--- src/rtl/alut_cam30.sv ---
// APB-programmable MAC address lookup table with learn, age sweep and bulk clear.
// A single engine walks the table one entry per clock and posts hit/full/port/index status.
//
// state   | meaning
// --------+------------------------------------------------------------
// S_IDLE  | waiting for a CMD write; RW registers writable
// S_SCAN  | lookup: stop at first match; learn: record match/free index
// S_WRITE | learn commit: update matched entry, fill free slot or flag full
// S_AGE   | age sweep: bump or expire each valid entry
// S_CLEAR | invalidate entries one per cycle
module alut_cam30 #(
    parameter int DEPTH  = 16,
    parameter int PORT_W = 4,
    parameter int AGE_W  = 4
) (
    input  logic        pclk30,
    input  logic        n_p_reset30,
    input  logic        psel30,
    input  logic        penable30,
    input  logic        pwrite30,
    input  logic [6:0]  paddr30,
    input  logic [31:0] pwdata30,
    output logic [31:0] prdata30
);
    localparam int IDX_W = $clog2(DEPTH);
    localparam logic [IDX_W-1:0] LAST_IDX  = IDX_W'(DEPTH - 1);
    localparam logic [8:0]       DEPTH_CNT = 9'(DEPTH);

    localparam logic [2:0] OP_LOOKUP = 3'd1;
    localparam logic [2:0] OP_LEARN  = 3'd2;
    localparam logic [2:0] OP_AGE    = 3'd3;
    localparam logic [2:0] OP_CLEAR  = 3'd4;

    localparam logic [4:0] A_CMD    = 5'd0;
    localparam logic [4:0] A_MAC_LO = 5'd1;
    localparam logic [4:0] A_MAC_HI = 5'd2;
    localparam logic [4:0] A_PORT   = 5'd3;
    localparam logic [4:0] A_STATUS = 5'd4;
    localparam logic [4:0] A_INFO   = 5'd5;
    localparam logic [4:0] A_AGELIM = 5'd6;

    typedef enum logic [2:0] {S_IDLE, S_SCAN, S_WRITE, S_AGE, S_CLEAR} state_t;

    state_t              state_q;
    logic [2:0]          op_q;
    logic [IDX_W-1:0]    idx_q;
    logic [47:0]         mac_q;
    logic [PORT_W-1:0]   port_q;
    logic [AGE_W-1:0]    age_limit_q;
    logic                busy_q;
    logic                hit_q;
    logic                full_q;
    logic [PORT_W-1:0]   res_port_q;
    logic [IDX_W-1:0]    res_idx_q;
    logic [8:0]          count_q;
    logic                match_found_q;
    logic [IDX_W-1:0]    match_idx_q;
    logic                free_found_q;
    logic [IDX_W-1:0]    free_idx_q;

    logic                valid_q    [DEPTH];
    logic [47:0]         tab_mac_q  [DEPTH];
    logic [PORT_W-1:0]   tab_port_q [DEPTH];
    logic [AGE_W-1:0]    tab_age_q  [DEPTH];

    logic       strobe;
    logic       wr_en;
    logic       cmd_go;
    logic [4:0] reg_addr;
    logic [2:0] cmd_op;
    logic       entry_match;
    logic       last_idx;
    logic       unused_addr;

    assign reg_addr    = paddr30[6:2];
    assign unused_addr = ^paddr30[1:0];
    assign strobe      = psel30 & penable30;
    assign wr_en       = strobe & pwrite30 & (state_q == S_IDLE);
    assign cmd_op      = pwdata30[2:0];
    assign cmd_go      = wr_en && (reg_addr == A_CMD) &&
                         (cmd_op == OP_LOOKUP || cmd_op == OP_LEARN ||
                          cmd_op == OP_AGE    || cmd_op == OP_CLEAR);
    assign entry_match = valid_q[idx_q] && (tab_mac_q[idx_q] == mac_q);
    assign last_idx    = (idx_q == LAST_IDX);

    always_ff @(posedge pclk30 or negedge n_p_reset30) begin
        if (!n_p_reset30) begin
            state_q       <= S_IDLE;
            op_q          <= '0;
            idx_q         <= '0;
            mac_q         <= '0;
            port_q        <= '0;
            age_limit_q   <= '1;
            busy_q        <= 1'b0;
            hit_q         <= 1'b0;
            full_q        <= 1'b0;
            res_port_q    <= '0;
            res_idx_q     <= '0;
            count_q       <= '0;
            match_found_q <= 1'b0;
            match_idx_q   <= '0;
            free_found_q  <= 1'b0;
            free_idx_q    <= '0;
            for (int i = 0; i < DEPTH; i++) begin
                valid_q[i]    <= 1'b0;
                tab_mac_q[i]  <= '0;
                tab_port_q[i] <= '0;
                tab_age_q[i]  <= '0;
            end
        end else begin
            if (wr_en) begin
                case (reg_addr)
                    A_MAC_LO: mac_q[31:0]  <= pwdata30;
                    A_MAC_HI: mac_q[47:32] <= pwdata30[15:0];
                    A_PORT:   port_q       <= pwdata30[PORT_W-1:0];
                    A_AGELIM: age_limit_q  <= pwdata30[AGE_W-1:0];
                    default: ;
                endcase
            end

            case (state_q)
                S_IDLE: begin
                    if (cmd_go) begin
                        op_q          <= cmd_op;
                        busy_q        <= 1'b1;
                        hit_q         <= 1'b0;
                        full_q        <= 1'b0;
                        res_port_q    <= '0;
                        res_idx_q     <= '0;
                        idx_q         <= '0;
                        match_found_q <= 1'b0;
                        match_idx_q   <= '0;
                        free_found_q  <= 1'b0;
                        free_idx_q    <= '0;
                        case (cmd_op)
                            OP_AGE:   state_q <= S_AGE;
                            OP_CLEAR: state_q <= S_CLEAR;
                            default:  state_q <= S_SCAN;
                        endcase
                    end
                end
                S_SCAN: begin
                    if (op_q == OP_LOOKUP) begin
                        if (entry_match) begin
                            hit_q            <= 1'b1;
                            res_port_q       <= tab_port_q[idx_q];
                            res_idx_q        <= idx_q;
                            tab_age_q[idx_q] <= '0;
                            busy_q           <= 1'b0;
                            state_q          <= S_IDLE;
                        end else if (last_idx) begin
                            busy_q  <= 1'b0;
                            state_q <= S_IDLE;
                        end else begin
                            idx_q <= idx_q + 1'b1;
                        end
                    end else begin
                        // learn keeps the first match and the lowest free slot
                        if (entry_match && !match_found_q) begin
                            match_found_q <= 1'b1;
                            match_idx_q   <= idx_q;
                        end
                        if (!valid_q[idx_q] && !free_found_q) begin
                            free_found_q <= 1'b1;
                            free_idx_q   <= idx_q;
                        end
                        if (last_idx) state_q <= S_WRITE;
                        else          idx_q   <= idx_q + 1'b1;
                    end
                end
                S_WRITE: begin
                    if (match_found_q) begin
                        tab_port_q[match_idx_q] <= port_q;
                        tab_age_q[match_idx_q]  <= '0;
                        hit_q                   <= 1'b1;
                        res_idx_q               <= match_idx_q;
                    end else if (free_found_q) begin
                        valid_q[free_idx_q]    <= 1'b1;
                        tab_mac_q[free_idx_q]  <= mac_q;
                        tab_port_q[free_idx_q] <= port_q;
                        tab_age_q[free_idx_q]  <= '0;
                        res_idx_q              <= free_idx_q;
                        if (count_q < DEPTH_CNT) count_q <= count_q + 9'd1;
                    end else begin
                        full_q <= 1'b1;
                    end
                    busy_q  <= 1'b0;
                    state_q <= S_IDLE;
                end
                S_AGE: begin
                    if (valid_q[idx_q]) begin
                        if (tab_age_q[idx_q] == age_limit_q) begin
                            valid_q[idx_q] <= 1'b0;
                            if (count_q != 9'd0) count_q <= count_q - 9'd1;
                        end else begin
                            tab_age_q[idx_q] <= tab_age_q[idx_q] + 1'b1;
                        end
                    end
                    if (last_idx) begin
                        busy_q  <= 1'b0;
                        state_q <= S_IDLE;
                    end else begin
                        idx_q <= idx_q + 1'b1;
                    end
                end
                S_CLEAR: begin
                    valid_q[idx_q] <= 1'b0;
                    if (last_idx) begin
                        count_q <= '0;
                        busy_q  <= 1'b0;
                        state_q <= S_IDLE;
                    end else begin
                        idx_q <= idx_q + 1'b1;
                    end
                end
                default: state_q <= S_IDLE;
            endcase
        end
    end

    always_comb begin
        prdata30 = '0;
        if (psel30 && !pwrite30) begin
            case (reg_addr)
                A_MAC_LO: prdata30 = mac_q[31:0];
                A_MAC_HI: prdata30 = {16'd0, mac_q[47:32]};
                A_PORT:   prdata30 = 32'(port_q);
                A_STATUS: prdata30 = {8'd0, 8'(res_idx_q), 8'(res_port_q), 5'd0,
                                      full_q, hit_q, busy_q};
                A_INFO:   prdata30 = {7'd0, DEPTH_CNT, 7'd0, count_q};
                A_AGELIM: prdata30 = 32'(age_limit_q);
                default:  prdata30 = '0;
            endcase
        end
    end

endmodule

--- config.mk ---
export PLATFORM = sky130hd
export DESIGN_NAME = alut_cam30
export DESIGN_NICKNAME = d
export VERILOG_FILES = /design/src/rtl/alut_cam30.sv
export SDC_FILE = /design/constraint.sdc
export NUM_CORES = 2
export LEC_CHECK = 0
export CAP_MARGIN = 0
export CORE_MARGIN = 4
export CORE_UTILIZATION = 30
export CTS_CLUSTER_SIZE = 10
export DETAILED_ROUTE_END_ITERATION = 10
export GPL_TIMING_DRIVEN = 0
export SYNTH_ARGS = -nofsm -noshare
export SYNTH_HDL_FRONTEND = slang
export SYNTH_SLANG_ARGS = --single-unit
export TNS_END_PERCENT = 30
--- constraint.sdc ---
create_clock -name pclk30 -period 9.24 [get_ports pclk30]
set_input_delay 1.848 -clock pclk30 [delete_from_list [all_inputs] [get_ports pclk30]]
set_output_delay 1.848 -clock pclk30 [all_outputs]
set_load 0.01 [all_outputs]
==> results.yml <==
outcome:
  status: "complete, no violations"
global_routing:
  grt_pass1_wl_um: 286000
  grt.overflow.total: 0
  grt_pass1_vias: 36900
  antenna_found_initial: 11
  grt_max_degree: 160
  grt.total_usage_pct: 24.0
timing:
  relSlewSlack_pct: 9.48
  holdWs_ns: 0.468
  worst_slew_pin_slew_ns: 1.36
  setup_tns_ns: 0
  post-route-period-util_pct: 83.2
  timing.final.max_slew_violations: 0
  grt_setup_unrepaired: "no"
  fin_crit_ns: 7.69
  max_freq_mhz: 130
  fin_skew_ns: 0.0788
  setup_viol: 0
  hold_viol_final: 0
  layout_setup_ws_ns: 1.55
synthesis:
  ys_ff_latch: 1008
  ys.warnings.count: 0
  synth_fp_nets: 4155
  synth_edf_count: 0
  async_flop_share_pct: 100
  yosysUniqueCellTypes: 90
  synth_seq_area_share_pct: 52.2
  syn_area_mm2: 0.0483
  syn_inst: 4098
  avgSynthCellArea_um2: 11.8
  synth_flop_cell: "dfrtp_1"
clocking:
  clk_pin_slew_worst_paths_ns: 0.05
  clkLatencyLatePin_ns: 0.78
  clockBufferDepth: 3
  cts.repair.resized: 0
  htreeDepth: 3
  cts_sinks: 1008
  root_buffer: "clkbuf_16"
  cts_tree: "built"
  cts_made_buffers: 114
  hold_buffers: 0
  cts_setup_buffers: 0
routing:
  wl_um: 205000
  drtAntennaViolNets: 0
  vias: 37700
  drtPass1Iterations: 6
  drc: 0
  viasPerCell: 5.81
  wl_per_cell_um: 31.7
  drtIter0Drc: 4867
floorplan:
  die_h_um: 409
  boundaryPins: 76
  num_rows: 146
  dieArea_mm2: 0.167
  die_x_um: 409
  core_area_mm2: 0.159
  start_util_pct: 30.4
worst_setup_path:
  worst_ep_arrival_time_ns: 5.84
  critPathLaunchType: "primary input"
  worst-setup-path-type: "primary input to primary output"
  cp.required_ns: 7.39
  critPathMaxFanout: 10
  endpoint_kind: "primary output"
  r2r_slack_ns: 2.69
layout:
  nets: 4351
  drive_above_1_share_pct: 22.2
  syn_to_final_growth_pct: 14.2
power_and_ir_drop:
  leakagePower_nw: 25.0
  powerDensity_mw_per_mm2: 197
  ir_worst_vdd_v: 0.000167
  power_mw: 10.9
placed_design:
  place_congestion: 1.05
  place_hpwl_um: 145000
  io_buffers: 72
  dp_slack_ns: 1.69
worst_hold_path:
  hp-class: "flip-flop to flip-flop"
job:
  cap_violations: 0
-- placed cells by master, fill, tap and decap left out, types with 14 or more instances in the layout --
cell	n
dfrtp_1	1004
nand2_1	535
mux2_2	524
o21ai_0	447
clkbuf_1	273
mux4_2	187
mux2i_1	140
a22oi_1	130
clkbuf_16	116
inv_1	106
nor2_1	94
clkdlybuf4s50_1	71
o21ai_1	60
a21oi_1	47
nand3_1	44
nor3_1	43
buf_2	40
o22ai_1	29
xnor2_1	25
and3_1	24
buf_4	22
buf_6	21
and2_1	21
nand2b_1	16
a31oi_1	16
nor4_1	16
nand4_1	16
nor2b_1	14
a22o_1	14
-- layer usage --
| layer | track usage, % | part of all wire [%] | vias up |
|---|---|---|---|
| met5 | 0 | 0.0063 | - |
| met4 | 13.3 | 6.7 | 2 |
| met3 | 7.00 | 11 | 537 |
| met2 | 34.6 | 42 | 2176 |
| met1 | 32.3 | 41 | 19800 |
| li1 | - | - | 15200 |
-- sequential cells by signal, indices dropped and copies added, names as in the netlist --
name           flops
age_limit_q        4
full_q             1
port_q             4
res_idx_q          4
count_q            9
match_found_q      1
idx_q              4
op_q               3
free_idx_q         4
mac_q             48
tab_age_q         64
valid_q           16
free_found_q       1
hit_q              1
match_idx_q        4
state_q            3
res_port_q         4
busy_q             1
tab_port_q        64
tab_mac_q        768
-- report_power, final --
part | switching (mW) | internal (mW) | leakage (nW)
sequential | 0.102 | 4.49 | 13.9
clock | 1.86 | 2.32 | 1.56
combinational | 1.57 | 0.529 | 9.54
-- final timing paths --
path | from | to | cells after the start
max in group asynchronous | n_p_reset30 | tab_mac_q[410]$_DFFE_PN0P_ | 4
hold reg to reg | op_q[0]$_DFFE_PN0P_ | op_q[0]$_DFFE_PN0P_ | 2
setup reg to reg | idx_q[1]$_DFFE_PN0P_ | tab_age_q[47]$_DFFE_PN0P_ | 14
hold / removal | op_q[0]$_DFFE_PN0P_ | op_q[0]$_DFFE_PN0P_ | 2
setup / recovery | paddr30[3] | prdata30[13] | 7
min in group asynchronous | n_p_reset30 | tab_mac_q[317]$_DFFE_PN0P_ | 1
-- cells by family (layout without fill, tap and decap cells) --
group                    Yosys count  count (layout)  synth area share [%]
flip-flops                      1008            1008                  52.2
AO/OA/AOI/OAI                    863             863                  10.8
multiplexers                     851             851                  23.8
adder cells (fa/ha/maj)           13              13                 0.352
XOR/XNOR                          37              37                 0.671
other                              0               8                     0
buffers and inverters            452             684                  4.11
AND/OR/NAND/NOR                  874             874                  7.98
-- stage by stage --
stage	std cells	area [um2]	utilization (%)
2_1_floorplan	4098	48300	-
3_3_place_gp	6316	51700	32.5
3_5_place_dp	6324	51900	32.6
4_1_cts	6476	55100	34.7
5_1_grt	6477	55100	34.7
6_report	6484	55200	34.7
-- synthesized netlist by cell type (5+ instances only) --
master / count / share of area, %
xnor2_1: 25 / 0.45
buf_4: 21 / 0.33
nand2_1: 535 / 4.2
nor4_1: 17 / 0.22
xor2_1: 12 / 0.22
buf_6: 21 / 0.49
mux2i_1: 140 / 2.9
nand2b_1: 16 / 0.21
buf_1: 10 / 0.078
a22oi_1: 130 / 2.0
clkbuf_1: 251 / 2.0
and2_1: 21 / 0.27
nand4_1: 16 / 0.21
dfrtp_1: 1004 / 52
mux4_2: 187 / 8.7
a21oi_1: 47 / 0.49
a22o_1: 14 / 0.25
buf_2: 40 / 0.41
and3_1: 24 / 0.31
a31oi_1: 16 / 0.21
a21o_1: 11 / 0.17
nor2b_1: 14 / 0.18
nor3_1: 43 / 0.45
inv_1: 106 / 0.82
o21ai_0: 447 / 4.6
mux2_2: 524 / 12
o22ai_1: 29 / 0.38
or2_2: 6 / 0.078
a221oi_1: 8 / 0.15
or3_1: 11 / 0.14
ha_1: 12 / 0.31
o21ai_1: 60 / 0.62
nor2_1: 94 / 0.73
o31ai_1: 8 / 0.12
o22a_1: 9 / 0.16
o21bai_1: 5 / 0.078
nand3b_1: 6 / 0.093
o21a_1: 9 / 0.14
nand3_1: 44 / 0.46
-- final cells by class --
class / instances / area, um2
Clock buffer: 145 / 3070
Multi-Input combinational cell: 2638 / 21100
Clock inverter: 7 / 150
Sequential cell: 1008 / 25200
Antenna cell: 8 / 20.0
Fill cell: 15800 / 104000
Timing Repair Buffer: 80 / 931
Tap cell: 2146 / 2690
Inverter: 109 / 409
Buffer: 343 / 1580
-- critical path, stage by stage --
cell	delay, ns
clkdlybuf4s50_1	0.54
nand2b_1	0.23
nor4_1	0.87
clkbuf_1	0.81
a22oi_1	0.21
nor2_1	0.63
clkdlybuf4s50_1	0.68
Note: power is estimated with default switching activity, not from simulation.
